## src/rtl/mult_booth_seq.sv

```systemverilog
// mult_booth_seq: 32x32 signed radix-2 Booth sequential multiplier; define MULT_OVERFLOW_DETECT_EN for the overflow flag.
module cla8 (
  input  logic [7:0] a,
  input  logic [7:0] b,
  input  logic       cin,
  output logic [7:0] s,
  output logic       gp,
  output logic       gg
);
  logic [7:0] g, p, c;
  assign g = a & b;
  assign p = a ^ b;
  assign s = p ^ c;
  assign gp = &p;
  always_comb begin
    c = '0;
    c[0] = cin;
    for (int i = 0; i < 7; i++) c[i+1] = g[i] | (p[i] & c[i]);
    gg = 1'b0;
    for (int i = 0; i < 8; i++) gg = g[i] | (p[i] & gg);
  end
endmodule

module mult_booth_seq (
  input  logic        clock,
  input  logic        reset,
  input  logic        ctrl_mult,
  input  logic [31:0] data_operandA,
  input  logic [31:0] data_operandB,
  output logic [31:0] data_result,
  output logic        data_resultRDY,
  output logic        data_exception,
  output logic        busy
);
  typedef enum logic [1:0] {IDLE, RUN, DONE} state_t;
  state_t state, state_n;
  logic [31:0] a, y, s;
  logic [64:0] prod;
  logic [4:0]  cnt, c;
  logic [3:0]  gp, gg;
  logic [32:0] sum;
  logic        sub, add_en;
  assign add_en = prod[1] ^ prod[0];
  assign sub = prod[1] & ~prod[0];
  assign y = add_en ? (sub ? ~a : a) : 32'd0;
  assign c[0] = sub;
  assign c[1] = gg[0] | (gp[0] & c[0]);
  assign c[2] = gg[1] | (gp[1] & gg[0]) | (gp[1] & gp[0] & c[0]);
  assign c[3] = gg[2] | (gp[2] & gg[1]) | (gp[2] & gp[1] & gg[0]) | (gp[2] & gp[1] & gp[0] & c[0]);
  assign c[4] = gg[3] | (gp[3] & gg[2]) | (gp[3] & gp[2] & gg[1]) | (gp[3] & gp[2] & gp[1] & gg[0])
              | (gp[3] & gp[2] & gp[1] & gp[0] & c[0]);
  for (genvar i = 0; i < 4; i++) begin : g_cla
    cla8 u_cla (
      .a   (prod[33+8*i +: 8]),
      .b   (y[8*i +: 8]),
      .cin (c[i]),
      .s   (s[8*i +: 8]),
      .gp  (gp[i]),
      .gg  (gg[i])
    );
  end
  // 33rd bit sign-extends both operands so subtracting 0x80000000 cannot overflow
  assign sum = {prod[64] ^ y[31] ^ c[4], s};
  always_ff @(posedge clock)
    if (reset) state <= IDLE;
    else state <= state_n;
  always_comb begin
    state_n = IDLE;
    state_n = (state == IDLE) ? (ctrl_mult ? RUN : IDLE) :
              (state == RUN)  ? ((cnt == 5'd31) ? DONE : RUN) : IDLE;
  end
  always_ff @(posedge clock)
    if (reset) begin
      a <= '0;
      prod <= '0;
      cnt <= '0;
      data_result <= '0;
      data_resultRDY <= 1'b0;
      busy <= 1'b0;
    end else begin
      data_resultRDY <= 1'b0;
      case (state)
        IDLE: if (ctrl_mult) begin
          a <= data_operandA;
          prod <= {32'd0, data_operandB, 1'b0};
          cnt <= '0;
          busy <= 1'b1;
        end
        RUN: begin
          prod <= {sum, prod[32:1]};
          cnt <= cnt + 5'd1;
        end
        DONE: begin
          data_result <= prod[32:1];
          data_resultRDY <= 1'b1;
          busy <= 1'b0;
        end
        default: ;
      endcase
    end
`ifdef MULT_OVERFLOW_DETECT_EN
  always_ff @(posedge clock)
    if (reset) data_exception <= 1'b0;
    else if (state == DONE) data_exception <= ~(&prod[64:32] | ~|prod[64:32]);
`else
  assign data_exception = 1'b0;
`endif
endmodule
```

## config.mk

```make
export PLATFORM = sky130hd
export DESIGN_NAME = mult_booth_seq
export DESIGN_NICKNAME = d
export VERILOG_FILES = /design/src/rtl/mult_booth_seq.sv
export SDC_FILE = /design/constraint.sdc
export NUM_CORES = 1
export LEC_CHECK = 0
export BUFFER_PORTS_ARGS = -buffer_cell sky130_fd_sc_hd__buf_2
export CORE_UTILIZATION = 45
export CTS_CLUSTER_SIZE = 10
export DETAILED_ROUTE_END_ITERATION = 10
export PLACE_DENSITY = 0.62
export SLEW_MARGIN = 20
export SYNTH_ARGS = -nofsm -noshare
export SYNTH_HDL_FRONTEND = slang
export SYNTH_HIERARCHICAL = 1
export SYNTH_SLANG_ARGS = --single-unit
```

## constraint.sdc

```tcl
create_clock -name clock -period 8.65 [get_ports clock]
set_input_delay 1.2975 -clock clock [delete_from_list [all_inputs] [get_ports clock]]
set_output_delay 1.2975 -clock clock [all_outputs]
set_load 0.005 [all_outputs]
```

# After elaboration in Yosys (flattened, before gate mapping)
# Cells that the tools add are included.
# totals
reg_bits	138
input_bits	67
output_inout_bits	35
wordCells	191
# op_classes
n_addsub	1
n_eq_ne	4
mux	13
n_bitwise	156
reduce_logical	10
# ops
cell	count
65-bit case mux with 2 select lines	1
1-bit bitwise AND	73
1-bit bitwise OR	66
65-bit two-way mux	1
32-bit two-way mux	2
8-bit XOR	8
8-bit bitwise AND	4
32-bit inverter	1
8-bit AND reduction	4
5-bit case mux with 2 select lines	1
2-bit two-way mux	3
2-bit AND reduction	3
5-bit by 1-bit adder with 5-bit output, second input constant	1
5-bit equality test, second input constant	1
5-bit two-way mux	1
2-bit nonzero test	2
1-bit two-way mux	3
1-bit XOR	3
2-bit by 1-bit equality test with 1-bit output, second input constant	1
2-bit equality test, second input constant	1
2-bit logical NOT	1
2-bit != test, second input constant	1
1-bit case mux with 2 select lines	1
1-bit inverter	1

# Logic depth before layout (Yosys ltp)
# Gate-level depths: netlist of run 1.
# depth
word_depth	39
mapped_depth	25
depth_no_buf	23

# Hierarchy
# Netlist of run 1, hierarchy kept.
# by_module_without_submodules
module	instances	cells_each	area_each_um2	seq_area_each_um2
mult_booth_seq	1	764	5800.6	2762.6
cla8 at g_cla[0].u_cla ...	2	32	349.1	0.0
cla8 at g_cla[3].u_cla	1	33	349.1	0.0
cla8 at g_cla[2].u_cla	1	33	332.8	0.0

# Worst setup path before layout of run 1
# Ideal clock, no wire load.
# synth_timing
path_type	register to register
start	register prod[0]
end	register prod[63]
setup_time_ps	128
arrival_time_ps	5452
required_ps	8522
path_slack_ps	3070
path_stages_with_launch	25
path_buffers	2
period_less_slack_ps	5580
cell_sequence	dfxtp_1 inv_1 ha_1 clkbuf_1 clkbuf_1 nor2_1 ha_1 a211oi_2 o21ai_1 a221o_1 a21o_1 a21o_1 a21o_1 inv_1 fa_1 inv_1 fa_1 fa_1 fa_1 fa_1 fa_1 fa_1 xor2_1 a22oi_1 nor2_1
# synth_between
elab_cells_between_ends	82
cone_classes	mux: 3; bitwise: 76; reduce/logical: 3
# synth_lines
element	line_no	rtl
from (decl)	38	logic [64:0] prod;
from (signal assigned)	85	prod <= {32'd0, data_operandB, 1'b0};
from (signal assigned)	90	prod <= {sum, prod[32:1]};
1-bit inverter	44	assign sub = prod[1] & ~prod[0];
1-bit bitwise AND	44	
32-bit two-way mux	45	assign y = add_en ? (sub ? ~a : a) : 32'd0;
32-bit two-way mux (*)	45	
named net y[1]	37	logic [31:0] a, y, s;
8-bit XOR	12	assign p = a ^ b;
1-bit bitwise AND	20	for (int i = 0; i < 8; i++) gg = g[i] | (p[i] & gg);
1-bit bitwise OR (*)	20	
(+12 left out)	--	
named net gg[0]	40	logic [3:0] gp, gg;
(+3 left out)	--	
named net c[3]	39	logic [4:0] cnt, c;
(+9 left out)	--	
1-bit bitwise OR (*)	18	for (int i = 0; i < 7; i++) c[i+1] = g[i] | (p[i] & c[i]);
1-bit bitwise AND (*)	18	
1-bit bitwise OR (*)	18	
1-bit bitwise AND (*)	18	
1-bit bitwise OR (*)	18	
8-bit XOR (*)	13	assign s = p ^ c;
named net s[31]	37	
65-bit case mux with 2 select lines (*)	82	case (state)
# The timed path passes the listed nets; every way through them passes the cells marked *.
# A chain may end at the register's enable or synchronous reset.

# Worst setup path in the final report of run 1
# layout_timing
start	register prod[1]
end	register prod[63]
# layout_between
elab_cells_between_ends	81
cone_classes	mux: 3; bitwise: 75; reduce/logical: 3
# layout_lines
element	line_no
1-bit bitwise AND (*)	44
named net c[0]	39
32-bit two-way mux (*) (2 in series)	45
named net y[1]	37
8-bit XOR	12
1-bit bitwise AND	20
1-bit bitwise OR (*)	20
1-bit bitwise AND (*)	20
(+11 left out)	--
named net gg[0]	40
(+3 left out)	--
named net c[3]	39
(+9 left out)	--
1-bit bitwise OR (*)	18
1-bit bitwise AND (*)	18
1-bit bitwise OR (*)	18
1-bit bitwise AND (*)	18
1-bit bitwise OR (*)	18
8-bit XOR (*)	13
named net s[31]	37
65-bit case mux with 2 select lines (*)	82
# Marked as above.

==> Implementation_results.wiki, run 1 <==
{| class="wikitable"
! Metric !! Value
|-
| Sum Neg Setup Slack || 0 ns
|-
| Normalized max-slew margin || 31.4%
|-
| Area contributors post-synth || sky130_fd_sc_hd__dfxtp_1 (38%), sky130_fd_sc_hd__nor2_1 (9.1%), sky130_fd_sc_hd__fa_1 (7.8%)
|-
| CP Data Required Time || 8.93 ns
|-
| Overall die area || 16500 um2
|-
| Transition time at the pin with the least slew margin || 1.03 ns
|-
| Clock period minus final worst setup slack || 6.16 ns
|-
| Largest net degree at the start of global routing || 86
|-
| CTS-repair resized insts || 0
|-
| Half-perimeter wire length after placement || 10100 um
|-
| Number of maximum-capacitance constraint violations || 0
|-
| Share of post-route cells with drive strength above 1 || 15.7%
|-
| Switching component of the power || 0.455 mW
|-
| Clock latency on the worst-skew pair || 0.43 ns
|-
| Buffer cell driving the clock tree root || sky130_fd_sc_hd__clkbuf_16
|-
| Remaining global-route overflow || 0
|-
| Final number of hold-violating endpoints || 0
|-
| Number of vias after detailed routing || 5969
|-
| Filler Cell Count || 1498
|-
| Combined global-route utilization of all metal layers || 20.6%
|-
| Fraction of power consumed by sequential logic || 42.8%
|-
| Hold buffers post-CTS || 0
|-
| H-tree Lvls || 4
|-
| Global-route wire length before repair || 26900 um
|-
| DRC errors left || 0
|-
| Path category of the worst min-delay check || reg -> reg
|-
| Data arrival time of the critical path || 6.45 ns
|-
| Share of the clock period used by the worst path after layout || 71.3%
|-
| Post-synthesis register bit count || 138
|-
| CP Launch Point || prod[1]
|-
| Most used cells in the layout excluding fill and tap cells || sky130_fd_sc_hd__nor2_1 (173), sky130_fd_sc_hd__dfxtp_1 (137), sky130_fd_sc_hd__nand2_1 (133)
|-
| Post-Route Skew || 0.0101 ns
|-
| Layout Cell Area excl Fill || 8340 um2
|-
| Average via count per standard cell || 5.05
|-
| Core box area || 15400 um2
|-
| Biggest area consumer among synthesized cells || sky130_fd_sc_hd__dfxtp_1
|-
| Category of the worst setup path capture point || register
|-
| Startpoint of the worst register-to-register path || prod[1]
|-
| Leak pwr || 3.66 nW
|-
| Startpoint class of the critical path || register
|-
| Share of power burned in combinational logic || 12.7%
|-
| Via count of the first global-routing pass || 5649
|-
| Most common library cell in the layout ignoring fill and taps || sky130_fd_sc_hd__nor2_1
|-
| Chip width || 128 um
|-
| Part of the Yosys area used for sequential elements || 38.5%
|-
| Synthesized area per cell || 8.03 um2
|-
| FMAX || 0.162 GHz
|-
| Total inserted antenna cells || 0
|-
| Wire length reported by the detailed router || 15900 um
|-
| Type of the worst setup path || reg -> reg
|-
| Portion of synthesized cell area occupied by the leading cell type || 38.5%
|-
| Final layout net count || 1087
|-
| Switching share of power || 28.3%
|-
| Top-Level Pins || 102
|-
| Pins Over Slew Limit || 0
|-
| Die Height || 128 um
|-
| Clock share of power || 44.6%
|-
| Post-Syn Nets || 1024
|-
| Number of buffers created by CTS || 17
|-
| TritonCTS Sinks || 138
|-
| Post CTS Setup Buffer Count || 0
|-
| Number of warning messages in the yosys log || 6
|-
| Unrepaired setup endpoints after global routing || no
|-
| Power density of the placed cells || 193 nW/um2
|-
| Worst IR drop on VDD || 0.149 mV
|-
| Clock tree from TritonCTS || done
|-
| Overall Power || 1.61 mW
|-
| Clk pin slew, worst setup/hold paths || 0.06 ns
|-
| First-pass iteration count of the detailed router || 4
|-
| Worst slack on hold paths || 0.451 ns
|-
| Synth unique cells || 41
|-
| Internal power || 1.15 mW
|-
| Number of antenna violations at the first check in global routing || 0
|-
| Final RePlAce weighted congestion || 0.796
|-
| Status || complete, no violations
|-
| CP Max Fanout || 34
|-
| Total of buffers placed on input and output ports || 100
|-
| Buffer levels on the longest clock path || 2
|-
| Row count || 45
|-
| Total cell area at the placement stage || 7760 um2
|-
| Start point of the worst hold path || data_result[4]
|-
| Number of routed nets with antenna violations || 0
|-
| Final setup fails || 0
|-
| Cell count after synthesis || 894
|-
| DR WL/cell || 13.5 um
|-
| Initial cell density of the core || 46.7%
|-
| Layout-stage area growth over the synthesis result || 16.1%
|-
| Count of routing violations after the opening detailed-route iteration || 338
|-
| Post-synth design cell area || 7180 um2
|}
==> cell type report <==
| class | instances | area, um2 | share of cell area [%] |
|---|---|---|---|
| multi-input combinational | 668 | 4080 | 48.9 |
| clock inverter | 15 | 155 | 1.86 |
| clock buffer | 17 | 425 | 5.10 |
| timing repair buffer | 108 | 563 | 6.75 |
| inverter | 24 | 90.1 | 1.08 |
| tap | 211 | 264 | 3.17 |
| sequential | 138 | 2760 | 33.2 |
==> cell families (layout without fill, tap and decap cells) <==
| group | Yosys count | in the layout | synth area share (%) |
|---|---|---|---|
| simple gates | 402 | 402 | 24.1 |
| other cells | 1 | 1 | 0.0522 |
| buf+inv | 88 | 164 | 5.14 |
| xor+xnor | 36 | 36 | 4.39 |
| flops | 138 | 138 | 38.5 |
| fa+ha+maj | 63 | 63 | 13.9 |
| compound gates | 166 | 166 | 13.9 |
==> cell usage after synthesis (all sizes together) <==
master	n
o21ai	9
ha	35
nand3b	3
a22oi	34
nor3	36
xor2	4
nand2b	3
a211oi	2
or3	1
nand4	7
a311oi	1
nor3b	1
clkbuf	32
o211ai	2
inv	24
fa	28
o21a	2
and3	1
a21o	4
or2	2
o221a	1
nand3	5
xnor2	32
a2111oi	2
nor2b	34
nor2	174
and2	1
a21oi	104
o2111ai	1
a221o	2
a21boi	1
o22a	1
buf	32
and4	1
nand2	133
conb	1
dfxtp	138
==> state kept, by name, indices dropped and copies added (netlist names) <==
register        count
state               2
cnt                 5
data_result        32
busy                1
a                  32
data_resultRDY      1
prod               65
==> stage by stage <==
stage,cells,utilization [%],setup WS (ns)
2_1_floorplan,894,-,3.07
3_3_place_gp,1149,50.5,2.51
3_5_place_dp,1149,50.5,2.41
4_1_cts,1181,54.2,2.39
5_1_grt,1181,54.2,2.05
6_report,1181,54.2,2.49
==> metal layers <==
metal / up-vias / wire length (um) / global-route usage (%)
li1: 3069 / - / -
met1: 2798 / 7880 / 27.0
met2: 92 / 7400 / 33.7
met3: 10 / 479 / 4.38
met4: 0 / 129 / 6.85
met5: - / 0 / 0
==> path summary, 6_finish.rpt <==
path	slack (ns)	endpoint	depth (start not counted)
max reg2reg	2.49	prod[63]	22
min reg2reg	0.45	data_result[4]	2
max	2.49	prod[63]	22
min	0.45	data_result[4]	2
==> power by group through the flow <==
| stage | Clock (mW) | Combinational [mW] | Sequential [mW] |
|---|---|---|---|
| detailed placement | 0 | 0.205 | 0.702 |
| CTS | 0.734 | 0.207 | 0.688 |
| global route | 0.759 | 0.235 | 0.692 |
| global placement | 0 | 0.204 | 0.702 |
| finish | 0.717 | 0.204 | 0.688 |
| floorplan | 0 | 0.159 | 0.696 |
==> worst max-delay path, stage by stage (launching register included) <==
cell,delay (ns)
sky130_fd_sc_hd__dfxtp_1,0.37
sky130_fd_sc_hd__ha_2,0.88
sky130_fd_sc_hd__xnor2_1,0.20
sky130_fd_sc_hd__nor2_1,0.10
sky130_fd_sc_hd__ha_1,0.35
sky130_fd_sc_hd__a211oi_2,0.22
sky130_fd_sc_hd__o21ai_1,0.09
sky130_fd_sc_hd__a221o_1,0.31
sky130_fd_sc_hd__a21o_1,0.19
sky130_fd_sc_hd__a21o_1,0.20
sky130_fd_sc_hd__a21o_1,0.17
sky130_fd_sc_hd__inv_1,0.06
sky130_fd_sc_hd__fa_1,0.16
sky130_fd_sc_hd__inv_1,0.05
sky130_fd_sc_hd__fa_1,0.37
sky130_fd_sc_hd__fa_1,0.38
sky130_fd_sc_hd__fa_1,0.38
sky130_fd_sc_hd__fa_1,0.39
sky130_fd_sc_hd__fa_1,0.39
sky130_fd_sc_hd__fa_1,0.38
sky130_fd_sc_hd__xor2_1,0.17
sky130_fd_sc_hd__a22oi_1,0.16
sky130_fd_sc_hd__nor2_1,0.05
(Power assumes the default switching activity.)
==> run 2: changes to the inputs <==
ABC_AREA = 1   (was default)
clock period = 6.3 ns   (was 8.65 ns; I/O delays follow)
==> run 2 against run 1 <==
  * Worst setup slack lost 1.6 ns
  * Clock power grew 37%
  * Clock skew grew 0.00068 ns
  * Sequential power grew 35%
  * Die area decreased by 1.5%
  * Largest cell class unchanged
  * Routed wire length rose by 0.45%
  * First-iteration DRC count fell by 29%
  * Synthesized area fell by 1.5%
  * Power rose by 33%
  * Final cell count grew 3.1%
  * Core utilization shrank 0.12 points
  * Sequential share of layout area is 0.30 points higher
==> Implementation_results.wiki, run 2 <==
{| class="wikitable"
! Metric !! Value
|-
| Final layout net count || 1125 (+3.5%)
|-
| Post-synth EDFFs || 0 (unchanged)
|-
| Leak pwr || 3.97 nW (+8.6%)
|-
| Number of vias after detailed routing || 5824 (-2.4%)
|-
| Power density of the placed cells || 258 nW/um2 (+34%)
|-
| Max FFs per register || 65 (unchanged)
|-
| Final number of hold-violating endpoints || 0 (unchanged)
|-
| Final RePlAce weighted congestion || 0.795 (about the same)
|-
| Clock tree from TritonCTS || done
|-
| Top flop regs || prod (65), a (32), data_result (32)
|-
| Start point of the worst hold path || prod[0]
|-
| Most used cells in the layout excluding fill and tap cells || sky130_fd_sc_hd__nand2_1 (200), sky130_fd_sc_hd__dfxtp_1 (138), sky130_fd_sc_hd__nor2_1 (120)
|-
| Average via count per standard cell || 4.78 (-5.4%)
|-
| Overall die area || 16200 um2 (-1.5%)
|-
| Combined global-route utilization of all metal layers || 21.1% (+0.54 points)
|-
| Cell count after synthesis || 919 (+2.8%)
|-
| Unrepaired setup endpoints after global routing || no
|-
| Wire length reported by the detailed router || 16000 um (+0.45%)
|-
| Pins Over Slew Limit || 0 (unchanged)
|-
| Register ranked first by flip-flop count || prod
|-
| Final setup fails || 0 (unchanged)
|-
| Startpoint of the worst register-to-register path || prod[1]
|-
| Layout Cell Area excl Fill || 8260 um2 (-0.95%)
|-
| Synth unique cells || 29 (-29%)
|-
| Global-route wire length before repair || 27100 um (+0.72%)
|-
| Buffer cell driving the clock tree root || sky130_fd_sc_hd__clkbuf_16
|-
| DR WL/cell || 13.1 um (-2.6%)
|-
| Path category of the worst min-delay check || reg -> reg
|-
| Synthesized area per cell || 7.69 um2 (-4.2%)
|-
| Min-Delay Endpoint || prod[0]
|-
| Half-perimeter wire length after placement || 10200 um (+0.81%)
|-
| Total cell area at the placement stage || 7650 um2 (-1.4%)
|-
| Post-synthesis register bit count || 138 (unchanged)
|-
| Worst IR drop on VDD || 0.246 mV (+65%)
|-
| Via count of the first global-routing pass || 5679 (+0.53%)
|-
| Hold buffers post-CTS || 0 (unchanged)
|-
| Startpoint class of the critical path || register
|-
| Data arrival time of the critical path || 5.80 ns (-0.65 ns)
|-
| TritonCTS Sinks || 138 (unchanged)
|-
| Post CTS Setup Buffer Count || 0 (unchanged)
|-
| Number of antenna violations at the first check in global routing || 1 (+1)
|-
| Category of the worst setup path capture point || register
|-
| Sum Neg Setup Slack || 0 ns (unchanged)
|-
| Status || complete, no violations
|-
| Number of maximum-capacitance constraint violations || 0 (unchanged)
|-
| Row count || 45 (unchanged)
|-
| Count of routing violations after the opening detailed-route iteration || 239 (-29%)
|-
| Transition time at the pin with the least slew margin || 0.857 ns (-0.172 ns)
|-
| CTS-repair resized insts || 0 (unchanged)
|-
| Remaining global-route overflow || 0 (unchanged)
|-
| Core box area || 15300 um2 (-0.73%)
|-
| Leading post-synthesis cells by instance count || sky130_fd_sc_hd__nand2_1 (200), sky130_fd_sc_hd__dfxtp_1 (138), sky130_fd_sc_hd__nor2_1 (121), sky130_fd_sc_hd__inv_1 (106), sky130_fd_sc_hd__a21oi_1 (76)
|-
| Most frequent cell after synthesis || sky130_fd_sc_hd__nand2_1
|-
| Buffer levels on the longest clock path || 2 (unchanged)
|-
| Largest delay contributor family on the critical path || adder cells
|-
| Path depth of the worst reg2reg path || 30 (+36%)
|-
| Top-Level Pins || 102 (unchanged)
|-
| Crit path buf inv count || 4 (+2)
|-
| Initial cell density of the core || 46.3% (-0.38 points)
|-
| Worst-path cell with the longest stage delay || sky130_fd_sc_hd__ha_2
|-
| Biggest area consumer among synthesized cells || sky130_fd_sc_hd__dfxtp_1
|-
| Type of the worst setup path || reg -> reg
|-
| Reg-to-reg setup timing slack || 0.84 ns (-1.64 ns)
|-
| Number of buffers created by CTS || 17 (unchanged)
|-
| Post-synth top flop || sky130_fd_sc_hd__dfxtp_1
|-
| Clk pin slew, worst setup/hold paths || 0.06 ns (about the same)
|-
| Area contributors post-synth || sky130_fd_sc_hd__dfxtp_1 (39%), sky130_fd_sc_hd__nand2_1 (11%), sky130_fd_sc_hd__fa_1 (7.9%)
|-
| CP Data Required Time || 6.65 ns (-2.28 ns)
|-
| Part of the Yosys area used for sequential elements || 39.1% (+0.60 points)
|-
| Share of post-route cells with drive strength above 1 || 15.1% (-0.58 points)
|-
| Clock period minus final worst setup slack || 5.46 ns (-0.708 ns)
|-
| Number of warning messages in the yosys log || 6 (unchanged)
|-
| Post-Syn Nets || 1049 (+2.4%)
|-
| H-tree Lvls || 4 (unchanged)
|-
| Longest individual stage delay on the worst path || 0.40 ns (-0.48 ns)
|-
| Portion of synthesized cell area occupied by the leading cell type || 39.1% (+0.60 points)
|-
| Post-synth design cell area || 7070 um2 (-1.5%)
|-
| CP Max Fanout || 12 (-65%)
|-
| Filler Cell Count || 1482 (-1.1%)
|-
| Total inserted antenna cells || 0 (unchanged)
|-
| FMAX || 0.183 GHz (+13%)
|-
| Chip width || 127 um (-0.76%)
|-
| First-pass iteration count of the detailed router || 4 (unchanged)
|-
| Most common library cell in the layout ignoring fill and taps || sky130_fd_sc_hd__nand2_1
|-
| Top cell by count, worst path || sky130_fd_sc_hd__nand2_1
|-
| Post-synth ARST share || 0% (unchanged)
|-
| Clock latency on the worst-skew pair || 0.42 ns (about the same)
|-
| Layout-stage area growth over the synthesis result || 16.8%
|-
| Share of the clock period used by the worst path after layout || 86.6% (+15 points)
|-
| Normalized max-slew margin || 42.8% (+11 points)
|-
| Largest net degree at the start of global routing || 63 (-27%)
|-
| Total of buffers placed on input and output ports || 100 (unchanged)
|-
| Number of routed nets with antenna violations || 0 (unchanged)
|-
| Hold depth || 2 (unchanged)
|-
| Die Height || 127 um (-0.76%)
|-
| Critical register-to-register path endpoint || prod[63]
|-
| Post-Route Skew || 0.0108 ns (+0.000684 ns)
|-
| DRC errors left || 0 (unchanged)
|}
==> run 2: cell types whose count changed after synthesis, sizes merged, moves of 15 or more <==
cell,previous run,this run
o21ai,9,69
nand2,133,202
clkbuf,32,17
nor2b,34,0
inv,24,111
a21oi,104,76
a22oi,34,8
nor2,174,124
o221ai,0,19
nor3,36,2
==> run 2: worst max-delay path by stage <==
stage,to,slack [ns],cells past startpoint,from
global route,prod[63],0.28,35,prod[1]
global placement,prod[63],0.92,30,prod[1]
floorplan,prod[63],0.98,38,prod[0]
CTS,prod[63],0.78,30,prod[1]
detailed placement,prod[63],0.83,35,prod[1]
finish,prod[63],0.84,30,prod[1]
==> run 2: layout make-up <==
type | instances | area [um2] | share of cell area (%)
multi-input cells | 618 | 3650 | 44.2
flip-flops and latches | 138 | 2760 | 33.5
repair buffers | 108 | 581 | 7.03
clock buffers | 18 | 439 | 5.32
inverters | 112 | 420 | 5.09
well taps | 211 | 264 | 3.20
clock inverters | 13 | 141 | 1.71
==> run 2: cells by family after synthesis <==
family                   synth area share (%)
adder cells (fa/ha/maj)                  14.1
AND/OR/NAND/NOR                          19.0
AO/OA/AOI/OAI                            14.0
buffers and inverters                    9.45
flip-flops                               39.1
XOR/XNOR                                 4.34
other                                  0.0530
==> run 2: report_power, final <==
group / internal, mW / leakage, nW / total [mW] / switching, mW
Combinational: 0.0815 / 2.57 / 0.215 / 0.134
Clock: 0.593 / 0.279 / 0.985 / 0.391
Sequential: 0.909 / 1.13 / 0.932 / 0.0235
==> run 2: metal layers <==
layer | routed length, um | vias up | track usage [%]
li1 | - | 3062 | -
met1 | 7410 | 2657 | 26.1
met2 | 7460 | 88 | 34.7
met3 | 867 | 17 | 7.04
met4 | 223 | 0 | 6.65
met5 | 0 | - | 0
==> run 2: tightest hold or removal path: cells and delay by family, from the launching register on <==
| family | cells | cell delay, ns |
|---|---|---|
| DFF | 1 | 0.30 |
| and+or+nand+nor | 1 | 0.06 |
| AOI/OAI and AO/OA | 1 | 0.05 |
==> run 2: per-stage QoR <==
stage	worst slack [ns]	cells	total power [mW]	hold slack [ns]	utilization, %
floorplan	0.982	919	1.11	0.439	-
global placement	0.925	1186	1.17	0.450	50.1
detailed placement	0.834	1186	1.17	0.455	50.1
CTS	0.785	1217	2.16	0.463	53.9
global route	0.278	1218	2.22	0.477	54.1
finish	0.843	1218	2.13	0.462	54.1
==> run 3: changes to the inputs <==
GPL_ROUTABILITY_DRIVEN = 0   (was default)
clock period = 5.5 ns   (was 6.3 ns; I/O delays follow)
==> run 3 against run 2 <==
  * Non-clock buffer count grew 8
  * Critical path depth grew 1
  * Sequential power grew 15%
  * Die area is the same
  * First-iteration DRC count grew 8.8%
  * Count of clock-buffer cells in the layout grew 4
  * Clock power grew 26%
  * Global-route usage grew 0.43 points
  * Combinational power grew 21%
  * Cell area grew 2.7%
  * Sequential cell count is the same
  * Worst hold slack lost 0.0029 ns
  * Critical endpoint is now prod[62]
  * Largest cell class unchanged
==> Implementation_results.wiki, run 3 (synthesized netlist as in run 2, its figures left out) <==
{| class="wikitable"
! Metric !! Value
|-
| Status || complete, no violations
|-
| Largest net degree at the start of global routing || 73 (+16%)
|-
| Top-Level Pins || 102 (unchanged)
|-
| Die Height || 127 um (unchanged)
|-
| Initial cell density of the core || 46.3% (unchanged)
|-
| Number of routed nets with antenna violations || 0 (unchanged)
|-
| Chip width || 127 um (unchanged)
|-
| Path category of the worst min-delay check || reg -> reg
|-
| Category of the worst setup path capture point || register
|-
| Post-Route Skew || 0.00696 ns (-0.00386 ns)
|-
| Clock period minus final worst setup slack || 5.08 ns (-0.379 ns)
|-
| Number of buffers created by CTS || 17 (unchanged)
|-
| Most used cells in the layout excluding fill and tap cells || sky130_fd_sc_hd__nand2_1 (200), sky130_fd_sc_hd__dfxtp_1 (136), sky130_fd_sc_hd__nor2_1 (114)
|-
| Share of post-route cells with drive strength above 1 || 17.6% (+2.5 points)
|-
| Layout-stage area growth over the synthesis result || 20.0%
|-
| Overall Power || 2.57 mW (+20%)
|-
| Type of the worst setup path || reg -> reg
|-
| Switching share of power || 24.4% (-1.3 points)
|-
| Row count || 45 (unchanged)
|-
| Number of vias after detailed routing || 5906 (+1.4%)
|-
| Remaining global-route overflow || 0 (unchanged)
|-
| Clk pin slew, worst setup/hold paths || 0.06 ns (about the same)
|-
| First-pass iteration count of the detailed router || 5 (+1)
|-
| Pins Over Slew Limit || 0 (unchanged)
|-
| Hold buffers post-CTS || 0 (unchanged)
|-
| H-tree Lvls || 4 (unchanged)
|-
| Data arrival time of the critical path || 5.43 ns (-0.37 ns)
|-
| Fraction of power consumed by sequential logic || 41.7% (-2.0 points)
|-
| Number of maximum-capacitance constraint violations || 0 (unchanged)
|-
| Buffer cell driving the clock tree root || sky130_fd_sc_hd__clkbuf_16
|-
| Final number of hold-violating endpoints || 0 (unchanged)
|-
| Core box area || 15300 um2 (unchanged)
|-
| Overall die area || 16200 um2 (unchanged)
|-
| Count of routing violations after the opening detailed-route iteration || 260 (+8.8%)
|-
| Share of the clock period used by the worst path after layout || 92.3% (+5.7 points)
|-
| Worst slack on hold paths || 0.459 ns (-0.00294 ns)
|-
| Clock share of power || 48.2% (+2.0 points)
|-
| Layout Cell Area excl Fill || 8480 um2 (+2.7%)
|-
| Normalized max-slew margin || 40.8% (-1.9 points)
|-
| Combined global-route utilization of all metal layers || 21.6% (+0.43 points)
|-
| TritonCTS Sinks || 138 (unchanged)
|-
| Top cell by count, worst path || sky130_fd_sc_hd__nand2_1
|-
| Total cell area at the placement stage || 7660 um2 (about the same)
|-
| Worst IR drop on VDD || 0.240 mV (-2.5%)
|-
| Half-perimeter wire length after placement || 10100 um (-0.14%)
|-
| Sum Neg Setup Slack || 0 ns (unchanged)
|-
| Clock latency on the worst-skew pair || 0.42 ns (about the same)
|-
| Register ranked first by flip-flop count || prod
|-
| Total of buffers placed on input and output ports || 100 (unchanged)
|-
| DRC errors left || 0 (unchanged)
|-
| CP Max Fanout || 6 (-6)
|-
| Power density of the placed cells || 303 nW/um2 (+17%)
|-
| Final layout net count || 1133 (+0.71%)
|-
| FMAX || 0.197 GHz (+7.5%)
|-
| Average via count per standard cell || 4.82 (+0.75%)
|-
| Global-route wire length before repair || 27800 um (+2.4%)
|-
| Share of power burned in combinational logic || 10.2% (about the same)
|-
| Clock tree from TritonCTS || done
|-
| Internal power || 1.94 mW (+23%)
|-
| Leak pwr || 4.04 nW (+1.7%)
|-
| Final setup fails || 0 (unchanged)
|-
| Buffer levels on the longest clock path || 2 (unchanged)
|-
| Total inserted antenna cells || 0 (unchanged)
|-
| Number of antenna violations at the first check in global routing || 0 (-1)
|-
| Via count of the first global-routing pass || 5853 (+3.1%)
|-
| Top flop regs || prod (65), a (32), data_result (32)
|-
| Switching component of the power || 0.626 mW (+14%)
|-
| CP Data Required Time || 5.85 ns (-0.80 ns)
|-
| Most common library cell in the layout ignoring fill and taps || sky130_fd_sc_hd__nand2_1
|-
| Transition time at the pin with the least slew margin || 0.886 ns (+0.0290 ns)
|-
| Startpoint class of the critical path || register
|-
| DR WL/cell || 13.2 um (+0.49%)
|-
| Worst-path cell with the longest stage delay || sky130_fd_sc_hd__fa_2
|-
| Longest individual stage delay on the worst path || 0.52 ns (+0.12 ns)
|-
| Max FFs per register || 65 (unchanged)
|-
| Wire length reported by the detailed router || 16100 um (+1.1%)
|}
[run 3: changes by cell type in the layout (fill, tap and decap cells not counted), moves of 6 or more]
cell                     before  now
sky130_fd_sc_hd__nor2_2       1    7
sky130_fd_sc_hd__fa_1        28   21
sky130_fd_sc_hd__fa_2         0    7
sky130_fd_sc_hd__nor2_1     120  114
[run 3: final cells by class]
cell class,count,area [um2]
Multi-Input combinational cell,618,3740
Fill cell,1471,6780
Tap cell,211,264
Clock inverter,9,161
Sequential cell,138,2770
Inverter,112,420
Clock buffer,22,474
Timing Repair Buffer,116,658
[run 3: per-stage QoR]
step,utilization (%),worst slack (ns),std cells
3_5_place_dp,50.2,0.102,1187
2_1_floorplan,-,0.182,919
5_1_grt,55.6,-0.00695,1226
6_report,55.6,0.422,1226
4_1_cts,54.4,0.00670,1218
3_3_place_gp,50.2,0.245,1187
[run 3: final timing paths]
check | startpoint | end | slack [ns] | cells after the start
worst max-delay path | prod[0] | prod[62] | 0.42 | 31
worst min-delay path | busy | busy | 0.46 | 2
worst max register to register | prod[0] | prod[62] | 0.42 | 31
worst min register to register | busy | busy | 0.46 | 2
[run 3: power groups by stage]
stage                     registers, mW  clock network, mW  logic (mW)
after floorplan                    1.08                  0       0.184
after global placement             1.09                  0       0.245
after detailed placement           1.09                  0       0.248
after CTS                          1.07               1.26       0.250
after global routing               1.07               1.30       0.298
final                              1.07               1.24       0.261
[run 3: timing repair]
item | CTS | global route
gates resized for setup | 0 | 29
endpoints found under the hold margin | 0 | 0
setup buffers | 0 | 7
endpoints found under the setup margin | 0 | 6
[run 3: worst max-delay path: cells and delay by family (launching register included)]
| kind | cells | cell delay, ns |
|---|---|---|
| fa+ha+maj | 9 | 3.02 |
| simple gates | 13 | 0.73 |
| buf+inv | 6 | 0.48 |
| flops | 1 | 0.33 |
| compound gates | 2 | 0.28 |
| xor+xnor | 1 | 0.18 |
[run 3: per-layer routing]
layer  GRT usage [%]  vias up  share of wire [%]
met5               0        -                  0
met4            6.79        0                1.4
met3            6.32       18                5.2
met2            36.8      101                 48
met1            26.0     2712                 45
li1                -     3075                  -
